**src/rtl/lcd_hex_sequencer_if.sv**
```systemverilog
// LCD pin bundle between the sequencer (master) and the GPIO_1 LCD header (slave).
interface lcd_hex_sequencer_if;
    logic       lcd_rs;
    logic       lcd_e;
    logic [7:0] lcd_d;

    modport master (output lcd_rs, output lcd_e, output lcd_d);
    modport slave  (input  lcd_rs, input  lcd_e, input  lcd_d);
endinterface

```
**src/rtl/lcd_hex_sequencer.sv**
```systemverilog
// HD44780 16x2 LCD sequencer: power-on init, then shows two 64-bit values as hex.
// Optional feature macro LCD_IDLE_EN: park in IDLE after each frame and only
// redraw when {a,b} differs from the snapshot on screen.
//
// state | meaning
// PWRON | power-on delay before the first command
// SETUP | rs/d driven for the current step, E low (2 cycles)
// EHIGH | E strobe high for T_E cycles
// WAIT  | E low, command execution time (T_CLEAR after clear)
// IDLE  | frame shown, waiting for an input change (LCD_IDLE_EN only)
module lcd_hex_sequencer #(
    parameter int T_PWRON = 750000,
    parameter int T_E     = 16,
    parameter int T_EXEC  = 2000,
    parameter int T_CLEAR = 80000
) (
    input  logic                       clk,
    input  logic                       reset_n,
    input  logic [63:0]                a,
    input  logic [63:0]                b,
    lcd_hex_sequencer_if.master        lcd,
    output logic                       init_done,
    output logic                       frame_done
);

    localparam logic [31:0] TC_PWRON = 32'(T_PWRON);
    localparam logic [31:0] TC_E     = 32'(T_E - 1);
    localparam logic [31:0] TC_EXEC  = 32'(T_EXEC - 1);
    localparam logic [31:0] TC_CLEAR = 32'(T_CLEAR - 1);

    localparam logic [5:0] STEP_FIRST_FRAME = 6'd6;
    localparam logic [5:0] STEP_LAST_INIT   = 6'd5;
    localparam logic [5:0] STEP_CLEAR       = 6'd4;
    localparam logic [5:0] STEP_LAST       = 6'd39;

    typedef enum logic [2:0] {
        PWRON,
        SETUP,
        EHIGH,
`ifdef LCD_IDLE_EN
        IDLE,
`endif
        WAIT
    } state_t;

    state_t      state_q, state_d;
    logic [5:0]  step_q, step_d;
    logic [31:0] cnt_q, cnt_d;
    logic        lcd_rs_q, lcd_rs_d;
    logic        lcd_e_q, lcd_e_d;
    logic [7:0]  lcd_d_q, lcd_d_d;
    logic        init_done_q, init_done_d;
    logic        frame_done_q, frame_done_d;
    logic [63:0] shadow_a_q, shadow_a_d;
    logic [63:0] shadow_b_q, shadow_b_d;
    logic        enter_setup;
    logic [31:0] wait_tc;

    function automatic logic [7:0] hex_ascii(input logic [3:0] n);
        return (n < 4'd10) ? (8'h30 + {4'h0, n}) : (8'h37 + {4'h0, n});
    endfunction

    // Digit 0 is the most significant nibble.
    function automatic logic [3:0] nibble_at(input logic [63:0] v, input logic [3:0] k);
        logic [63:0] sh;
        sh = v << {k, 2'b00};
        return sh[63:60];
    endfunction

    // {rs, d} for a given step; digits always come from the shadows.
    function automatic logic [8:0] step_byte(input logic [5:0] step,
                                             input logic [63:0] sa,
                                             input logic [63:0] sb);
        logic [8:0] r;
        r = 9'h000;
        case (step)
            6'd0, 6'd1, 6'd2: r = {1'b0, 8'h38};
            6'd3:             r = {1'b0, 8'h0C};
            6'd4:             r = {1'b0, 8'h01};
            6'd5:             r = {1'b0, 8'h06};
            6'd6:             r = {1'b0, 8'h80};
            6'd23:            r = {1'b0, 8'hC0};
            default: begin
                if (step >= 6'd7 && step <= 6'd22)
                    r = {1'b1, hex_ascii(nibble_at(sa, 4'(step - 6'd7)))};
                else if (step >= 6'd24 && step <= 6'd39)
                    r = {1'b1, hex_ascii(nibble_at(sb, 4'(step - 6'd24)))};
            end
        endcase
        return r;
    endfunction

    assign wait_tc = (step_q == STEP_CLEAR) ? TC_CLEAR : TC_EXEC;

    // Next-state, next-step and registered-output computation.
    always_comb begin
        state_d      = state_q;
        step_d       = step_q;
        cnt_d        = cnt_q + 32'd1;
        lcd_rs_d     = lcd_rs_q;
        lcd_e_d      = lcd_e_q;
        lcd_d_d      = lcd_d_q;
        init_done_d  = init_done_q;
        frame_done_d = 1'b0;
        shadow_a_d   = shadow_a_q;
        shadow_b_d   = shadow_b_q;
        enter_setup  = 1'b0;

        case (state_q)
            PWRON: begin
                if (cnt_q == TC_PWRON) enter_setup = 1'b1;
            end
            SETUP: begin
                if (cnt_q == 32'd1) begin
                    state_d = EHIGH;
                    cnt_d   = '0;
                    lcd_e_d = 1'b1;
                end
            end
            EHIGH: begin
                if (cnt_q == TC_E) begin
                    state_d = WAIT;
                    cnt_d   = '0;
                    lcd_e_d = 1'b0;
                end
            end
            WAIT: begin
                if (cnt_q == wait_tc) begin
                    if (step_q == STEP_LAST_INIT) init_done_d = 1'b1;
                    if (step_q == STEP_LAST) begin
                        frame_done_d = 1'b1;
                        step_d       = STEP_FIRST_FRAME;
`ifdef LCD_IDLE_EN
                        state_d      = IDLE;
                        cnt_d        = '0;
`else
                        enter_setup  = 1'b1;
`endif
                    end else begin
                        step_d      = step_q + 6'd1;
                        enter_setup = 1'b1;
                    end
                end
            end
`ifdef LCD_IDLE_EN
            IDLE: begin
                cnt_d = cnt_q;
                if ({a, b} != {shadow_a_q, shadow_b_q}) enter_setup = 1'b1;
            end
`endif
            default: begin
                state_d = PWRON;
                step_d  = '0;
                cnt_d   = '0;
            end
        endcase

        // Every SETUP entry loads the byte; step 6 entry also re-snapshots a/b.
        if (enter_setup) begin
            state_d              = SETUP;
            cnt_d                = '0;
            {lcd_rs_d, lcd_d_d}  = step_byte(step_d, shadow_a_q, shadow_b_q);
            if (step_d == STEP_FIRST_FRAME) begin
                shadow_a_d = a;
                shadow_b_d = b;
            end
        end
    end

    // State and output registers with asynchronous active-low reset.
    always_ff @(posedge clk or negedge reset_n) begin
        if (!reset_n) begin
            state_q      <= PWRON;
            step_q       <= '0;
            cnt_q        <= '0;
            lcd_rs_q     <= 1'b0;
            lcd_e_q      <= 1'b0;
            lcd_d_q      <= 8'h00;
            init_done_q  <= 1'b0;
            frame_done_q <= 1'b0;
            shadow_a_q   <= '0;
            shadow_b_q   <= '0;
        end else begin
            state_q      <= state_d;
            step_q       <= step_d;
            cnt_q        <= cnt_d;
            lcd_rs_q     <= lcd_rs_d;
            lcd_e_q      <= lcd_e_d;
            lcd_d_q      <= lcd_d_d;
            init_done_q  <= init_done_d;
            frame_done_q <= frame_done_d;
            shadow_a_q   <= shadow_a_d;
            shadow_b_q   <= shadow_b_d;
        end
    end

    assign lcd.lcd_rs  = lcd_rs_q;
    assign lcd.lcd_e   = lcd_e_q;
    assign lcd.lcd_d   = lcd_d_q;
    assign init_done   = init_done_q;
    assign frame_done  = frame_done_q;

endmodule
```
**src/flat_wrapper.sv**
```systemverilog
// flat-port wrapper written by rule: the top's interface ports become plain ports
module lcd_hex_sequencer_flat 
#(
    parameter int T_PWRON = 750000,
    parameter int T_E     = 16,
    parameter int T_EXEC  = 2000,
    parameter int T_CLEAR = 80000
)
  (clk, reset_n, a, b, init_done, frame_done, lcd_lcd_rs, lcd_lcd_e, lcd_lcd_d);
  lcd_hex_sequencer_if lcd_i ();
  input  logic clk;
  input  logic reset_n;
  input  logic [63:0] a;
  input  logic [63:0] b;
  output logic init_done;
  output logic frame_done;
  output wire logic [$bits(lcd_i.lcd_rs)-1:0] lcd_lcd_rs;
  output wire logic [$bits(lcd_i.lcd_e)-1:0] lcd_lcd_e;
  output wire logic [$bits(lcd_i.lcd_d)-1:0] lcd_lcd_d;
  assign lcd_lcd_rs = lcd_i.lcd_rs;
  assign lcd_lcd_e = lcd_i.lcd_e;
  assign lcd_lcd_d = lcd_i.lcd_d;
  lcd_hex_sequencer #(.T_PWRON(T_PWRON), .T_E(T_E), .T_EXEC(T_EXEC), .T_CLEAR(T_CLEAR)) u_core (.clk(clk), .reset_n(reset_n), .a(a), .b(b), .lcd(lcd_i), .init_done(init_done), .frame_done(frame_done));
endmodule
```
**config.mk**
```make
export PLATFORM = sky130hd
export DESIGN_NAME = lcd_hex_sequencer_flat
export DESIGN_NICKNAME = d
export VERILOG_FILES = /design/src/rtl/lcd_hex_sequencer_if.sv /design/src/rtl/lcd_hex_sequencer.sv /design/src/flat_wrapper.sv
export SDC_FILE = /design/constraint.sdc
export NUM_CORES = 1
export LEC_CHECK = 0
export ABC_AREA = 1
export CORE_MARGIN = 2
export CORE_UTILIZATION = 30
export DETAILED_ROUTE_END_ITERATION = 16
export PLACE_DENSITY = 0.55
export SYNTH_ARGS = -nofsm -noshare
export SYNTH_HDL_FRONTEND = slang
export SYNTH_SLANG_ARGS = --single-unit
```
**constraint.sdc**
```tcl
create_clock -name clk -period 4.9 [get_ports clk]
set_input_delay 0.98 -clock clk [delete_from_list [all_inputs] [get_ports clk]]
set_output_delay 0.98 -clock clk [all_outputs]
set_load 0.03 [all_outputs]
```
==> results.toml, run 1 <==
[global_route]
grtUsageTotal_pct = 16.8
antenna_found_initial = 0
grt_pass1_vias = 8345
grt_max_degree = 86
grt_overflow = 0
grt_pass1_wl_mm = 44.8

[sta]
setup_viol = 0
hold_viol = 0
max_slew_margin_pct = 42.5
fin_crit_sh_pct = 87.9
rsz0062_at_grt = "false"
period_needed_ns = 4.30
finalSetupTns_ns = 0
tightest_slew_ns = 0.858
fmax_mhz = 232
slew_viol_final = 0
fin_skew_ns = 0.0229

[floorplan]
core.rowCount = 66
core_area_mm2 = 0.0325
ioPinCount = 142
die-area_mm2 = 0.0344
start_util_pct = 30.4
dieHeight_um = 185
die_x_um = 185

[place]
gp_congestion = 0.883
io_buffers = 141
hpwlAfterDp_mm = 21.0

[worst_setup_path]
critPathRequiredTime_ns = 5.29
path_class = "reg2reg"
cp-start-kind = "flop"
critPathMaxFanout = 59
max_stage_delay_ns = 0.49
ff2ff_path_depth = 29
timing.reg2reg.setup_slack_ns = 0.60
path_common_cell = "nand2_1"
worstReg2RegStart = "u_core.step_q[0]$_DFF_PN0_"
crit_path_end_kind = "flop"
r2r-end = "u_core.lcd.lcd_d[2]$_DFFE_PN0P_"
slowest_stage = "buf_4"
arrival_ns = 4.69

[cells_and_area]
antennaDiodeCount = 0
final_util_pct = 37.9
drive_gt1_share_pct = 10.2
nets = 1509
layout_commonest_cell = "nand2_1"
areaGrowthSynthToFinish_pct = 24.5
final_cell_mix = "187 x nand2_1, 180 x dfrtp_1, 171 x nor2_1, 155 x inv_1, 140 x clkdlybuf4s50_1"

[pwr]
swShare_pct = 25.0
pwr-share-comb_pct = 7.7
pwr-share-seq_pct = 48.6
p_switching_w = 0.000800
cellLeakagePower_nw = 5.65
internal_power_w = 0.00240
powerDensity_mw_per_mm2 = 261
clockPowerShare_pct = 43.7
peakVddDrop_mv = 0.234

[clocking]
cts_tree = "done"
root_buffer = "clkbuf_16"
clock_path_buffers = 2
cts_hold_buf = 0
cts_resized = 0
cts_sinks = 180
path_clk_slew_ns = 0.07
cts_max_level = 4
clk_latency_ns = 0.45
post-cts-setup-buffers = 0
cts_buffers = 17

[detailed_routing]
firstDrtPassIters = 4
vias = 8576
ant_nets = 0
route.detailed.drc = 0
drt_iter0_drc = 582
via_per_inst = 4.72
routed_wl_mm = 28.1
post_drt_wl_per_cell_um = 15.4

[synthesis]
synth_ff_type = "dfrtp_1"
synth_top_family_by_area = "simple AND/OR/NAND/NOR gates"
yosysWarningCount = 0
synth-edff-count = 0
syn_area_mm2 = 0.00987
synth_mux_area_share_pct = 5.13
synth_fa_ha_area_share_pct = 2.15
synthSimpleGateAreaFrac_pct = 25.7
synth_seq_area_share_pct = 45.6
async_flop_share_pct = 100
syn-mean-instance-area_um2 = 7.97
ys_ff_latch = 180
synth_nets = 1386
synth-xor-area-share_pct = 1.77
synth.distinct_cells = 41
synth-compound-area-share_pct = 10.4
syn-instance-count = 1239

[min_path]
worstHoldStart = "u_core.lcd.lcd_e$_DFFE_PN0P_"
hold_depth = 2
min_to = "u_core.lcd.lcd_e$_DFFE_PN0P_"
hold_class = "reg2reg"

[run_status]
status = "completed"

[flow_run]
cap_violations = 0
-- logic make-up (layout without fill, tap and decap cells) --
family | after synthesis | after routing
buffers and inverters | 218 | 354
muxes | 45 | 45
DFF | 180 | 180
AOI/OAI and AO/OA | 195 | 195
and+or+nand+nor | 564 | 564
xor gates and xnor gates | 20 | 20
adders and majority gates | 17 | 17
-- worst max-delay path, delay by kind of cell, from the launching register on --
family | cells | cell delay [ns]
flip-flops | 1 | 0.45
AO/OA/AOI/OAI | 2 | 0.19
adder cells (fa/ha/maj) | 2 | 0.35
AND/OR/NAND/NOR | 19 | 1.95
buffers and inverters | 6 | 1.28
-- how the worst max path moves through the flow --
stage | start | endpoint | slack (ns) | cells after the start
floorplan | u_core.step_q[0]$_DFF_PN0_ | u_core.lcd.lcd_d[1]$_DFFE_PN0P_ | 1.02 | 31
global placement | u_core.step_q[0]$_DFF_PN0_ | u_core.lcd.lcd_d[4]$_DFFE_PN0P_ | 0.67 | 27
detailed placement | u_core.step_q[0]$_DFF_PN0_ | u_core.lcd.lcd_d[4]$_DFFE_PN0P_ | 0.59 | 25
CTS | u_core.step_q[0]$_DFF_PN0_ | u_core.lcd.lcd_d[4]$_DFFE_PN0P_ | 0.58 | 25
global route | u_core.step_q[0]$_DFF_PN0_ | u_core.lcd.lcd_d[4]$_DFFE_PN0P_ | 0.07 | 25
finish | u_core.step_q[0]$_DFF_PN0_ | u_core.lcd.lcd_d[2]$_DFFE_PN0P_ | 0.60 | 29
-- cell type report --
| type | instances | area (µm²) |
|---|---|---|
| Fill cell | 3348 | 20200 |
| Sequential cell | 180 | 4500 |
| Multi-Input combinational cell | 841 | 4470 |
| Timing Repair Buffer | 152 | 1530 |
| Inverter | 170 | 638 |
| Tap cell | 442 | 553 |
| Clock buffer | 18 | 429 |
| Clock inverter | 14 | 163 |
-- metrics by stage --
stage / hold WS [ns] / power, W / instances / worst slack [ns] / area, µm²
floorplan: 0.470 / 0.00166 / 1239 / 1.02 / 9870
global placement: 0.457 / 0.00183 / 1785 / 0.671 / 11700
detailed placement: 0.460 / 0.00184 / 1785 / 0.595 / 11700
CTS: 0.479 / 0.00324 / 1817 / 0.578 / 12300
global route: 0.510 / 0.00333 / 1817 / 0.0738 / 12300
finish: 0.476 / 0.00320 / 1817 / 0.595 / 12300
-- synthesized netlist by cell type (3+ instances only) --
cell type	number	area, µm²
nand4_1	16	100
o21ai_0	40	200
a31oi_1	8	50.1
o21ai_1	8	40.0
nand2_1	188	706
xnor2_1	4	35.0
nand2_2	9	56.3
xor2_1	16	140
a21oi_1	125	626
clkbuf_1	14	52.6
o211ai_1	4	30.0
nor4_1	12	75.1
nor2_2	7	43.8
inv_1	155	582
buf_4	4	30.0
dfrtp_1	180	4500
nand3b_1	8	60.1
nor3_1	25	125
buf_6	6	67.6
buf_2	22	110
nor2_1	171	642
ha_1	17	213
nand2_4	3	33.8
inv_2	14	52.6
mux2_2	45	507
o21ai_2	3	26.3
nand3_1	112	561
nand3_2	6	60.1
-- routing by layer --
layer  GRT usage [%]  wire, µm  vias to the layer above
li1                -         -                     4274
met4            4.86       524                        0
met1            22.3     13000                     4065
met3            3.17      1270                       29
met2            27.9     13300                      208
met5               0         0                        -
-- power by group through the flow --
stage / registers (W) / logic [W] / clock network [W]
2_1_floorplan: 0.00158 / 0.0000851 / 0
3_3_place_gp: 0.00159 / 0.000248 / 0
3_5_place_dp: 0.00159 / 0.000251 / 0
4_1_cts: 0.00156 / 0.000252 / 0.00143
5_1_grt: 0.00156 / 0.000275 / 0.00150
6_report: 0.00156 / 0.000247 / 0.00140
-- registers in the layout, indices dropped and copies added (netlist names), 2 cells and up --
| name | cells |
|---|---|
| u_core.cnt_q | 32 |
| u_core.state_q | 2 |
| u_core.shadow_a_q | 64 |
| u_core.step_q | 6 |
| u_core.lcd.lcd_d | 8 |
| u_core.shadow_b_q | 64 |
Note: power is estimated with default switching activity, not from simulation.
==> run 2: changes to the inputs <==
--- a/config.mk
+++ b/config.mk
@@ -9,7 +9,9 @@
 export CORE_MARGIN = 2
 export CORE_UTILIZATION = 30
 export DETAILED_ROUTE_END_ITERATION = 16
+export HOLD_SLACK_MARGIN = 0.1
 export PLACE_DENSITY = 0.55
 export SYNTH_ARGS = -nofsm -noshare
 export SYNTH_HDL_FRONTEND = slang
 export SYNTH_SLANG_ARGS = --single-unit
+export TNS_END_PERCENT = 100
==> constraint.sdc (replaced) <==
create_clock -name clk -period 4.9 [get_ports clk]
set_input_delay 1.225 -clock clk [delete_from_list [all_inputs] [get_ports clk]]
set_output_delay 1.225 -clock clk [all_outputs]
set_load 0.03 [all_outputs]
==> run 2 against run 1 <==
Effect of this change:
- non-clock buffer count unchanged
- count of clock-buffer cells in the layout unchanged
- flip-flop and latch count unchanged
- die area unchanged
- power about the same
- clock skew decreased by 0.0091 ns
- sequential share of layout area about the same
- sequential power about the same
- critical path depth decreased by 4
==> results.toml, run 2 (synthesis gave the netlist of run 1 again) <==
[place]
hpwlAfterDp_mm = 20.9
io_buffers = 141
dp_cells = 1785
gp_congestion = 0.888

[cells_and_area]
drive_gt1_share_pct = 10.2
final_cell_mix = "187 x nand2_1, 180 x dfrtp_1, 171 x nor2_1, 155 x inv_1, 140 x clkdlybuf4s50_1"
layout_commonest_cell = "nand2_1"
areaGrowthSynthToFinish_pct = 24.6
nets = 1509
reg.largest.list = "u_core.shadow_a_q x64, u_core.shadow_b_q x64, u_core.cnt_q x32"
final_cells = 1819
fillers = 3392

[clocking]
cts_tree = "done"
path_clk_slew_ns = 0.07
cts_hold_buf = 0
root_buffer = "clkbuf_16"
clock_path_buffers = 2
cts_buffers = 17
cts_sinks = 180
post-cts-setup-buffers = 0
cts_max_level = 4
cts_resized = 0
clk_latency_ns = 0.44

[flow_run]
cap_violations = 0

[worst_setup_path]
critPathMaxFanout = 59
critPathRequiredTime_ns = 5.26
arrival_ns = 4.68
r2r-end = "u_core.lcd.lcd_d[4]$_DFFE_PN0P_"
max_stage_delay_ns = 0.49
path_common_cell = "nand2_1"
slowest_stage = "buf_4"
cp-start-kind = "flop"
path_delay_family = "simple AND/OR/NAND/NOR gates"
ff2ff_path_depth = 25
crit_path_end_kind = "flop"
timing.reg2reg.setup_slack_ns = 0.59
worstReg2RegStart = "u_core.step_q[0]$_DFF_PN0_"
critPathBufInv = 5
path_class = "reg2reg"

[floorplan]
die-area_mm2 = 0.0344
ioPinCount = 142
start_util_pct = 30.4
dieHeight_um = 185
die_x_um = 185
core.rowCount = 66
core_area_mm2 = 0.0325

[pwr]
peakVddDrop_mv = 0.235
powerDensity_mw_per_mm2 = 261
cellLeakagePower_nw = 5.65

[global_route]
antenna_found_initial = 1
grt_overflow = 0
grtUsageTotal_pct = 17.0
grt_max_degree = 95
grt_pass1_wl_mm = 45.4
grt_pass1_vias = 8560

[sta]
rsz0062_at_grt = "false"
max_slew_margin_pct = 38.7
fin_skew_ns = 0.0137
period_needed_ns = 4.31
fmax_mhz = 232
hold_viol = 0
slew_viol_final = 0
finalSetupTns_ns = 0
setup_viol = 0
tightest_slew_ns = 0.919
fin_crit_sh_pct = 88.0

[detailed_routing]
ant_nets = 0
firstDrtPassIters = 6
via_per_inst = 4.71
routed_wl_mm = 28.1
drt_iter0_drc = 680
post_drt_wl_per_cell_um = 15.4
route.detailed.drc = 0
vias = 8564

[min_path]
min_to = "u_core.lcd.lcd_e$_DFFE_PN0P_"
worstHoldStart = "u_core.lcd.lcd_e$_DFFE_PN0P_"
hold_depth = 2
hold_class = "reg2reg"

[run_status]
status = "completed"
[run 2: cell types whose count changed in the layout (fill, tap and decap cells not counted), sizes merged]
cell and change:
clkinv -2, diode +2, clkinvlp +2
[run 2: report_power, final]
part / switching [W] / internal (W) / total (W) / leakage (nW)
registers: 0.0000204 / 0.00154 / 0.00156 / 2.20
clock network: 0.000672 / 0.000729 / 0.00140 / 0.284
logic: 0.000110 / 0.000137 / 0.000247 / 3.16
[run 2: how the worst max path moves through the flow]
stage / startpoint / endpoint / slack (ns) / cells past startpoint
after floorplan: u_core.step_q[0]$_DFF_PN0_ / u_core.lcd.lcd_d[1]$_DFFE_PN0P_ / 1.02 / 31
after global placement: u_core.step_q[0]$_DFF_PN0_ / u_core.lcd.lcd_d[4]$_DFFE_PN0P_ / 0.69 / 27
after detailed placement: u_core.step_q[0]$_DFF_PN0_ / u_core.lcd.lcd_d[4]$_DFFE_PN0P_ / 0.60 / 27
after CTS: u_core.step_q[0]$_DFF_PN0_ / u_core.lcd.lcd_d[4]$_DFFE_PN0P_ / 0.58 / 25
after global routing: u_core.step_q[0]$_DFF_PN0_ / u_core.lcd.lcd_d[2]$_DFFE_PN0P_ / 0.04 / 29
final: u_core.step_q[0]$_DFF_PN0_ / u_core.lcd.lcd_d[4]$_DFFE_PN0P_ / 0.59 / 25
[run 2: metrics by stage]
step                      hold slack (ns)  utilization (%)  setup slack, ns  instance area (µm²)  total power [W]
after CTS                           0.478             37.9            0.583                12300          0.00324
after detailed placement            0.460             36.1            0.601                11700          0.00184
after global routing                0.511             37.9           0.0396                12300          0.00334
after global placement              0.457             36.1            0.689                11700          0.00183
final                               0.477             37.9            0.586                12300          0.00321
after floorplan                     0.470                -             1.02                 9870          0.00166
[run 2: final cells by class]
cell class                 count  area, µm²  area share, %
tap                          442        553           4.50
clock buffer                  18        429           3.49
clock inverter                14        164           1.33
timing repair buffer         152       1530           12.5
antenna                        2       5.00         0.0407
inverter                     170        638           5.19
multi-input combinational    841       4470           36.4
sequential                   180       4500           36.6
[run 2: metal layers]
metal	part of all wire (%)	up-vias	GRT usage, %
met5	0	-	0
met4	1.3	0	3.65
li1	-	4262	-
met1	46	4055	22.5
met3	4.4	28	3.44
met2	49	219	28.6
[run 2: worst reg2reg max path: stages (launching register included)]
cell and delay [ns]:
dfrtp_1 0.44, inv_1 0.14, ha_1 0.20, nand3_1 0.12
nor2_1 0.13, nand2_1 0.07, nand2_2 0.13, nand3_2 0.15
nand2_2 0.11, nand3_4 0.28, nand2_4 0.15, buf_4 0.49
buf_4 0.49, a21oi_1 0.12, o21ai_0 0.10, nand3_1 0.11
nand3_1 0.09, nand2_1 0.10, inv_2 0.08, ha_1 0.14
inv_1 0.05, nor2_1 0.15, o21ai_0 0.11, nand2_1 0.09
nand2_1 0.05, a21oi_1 0.13
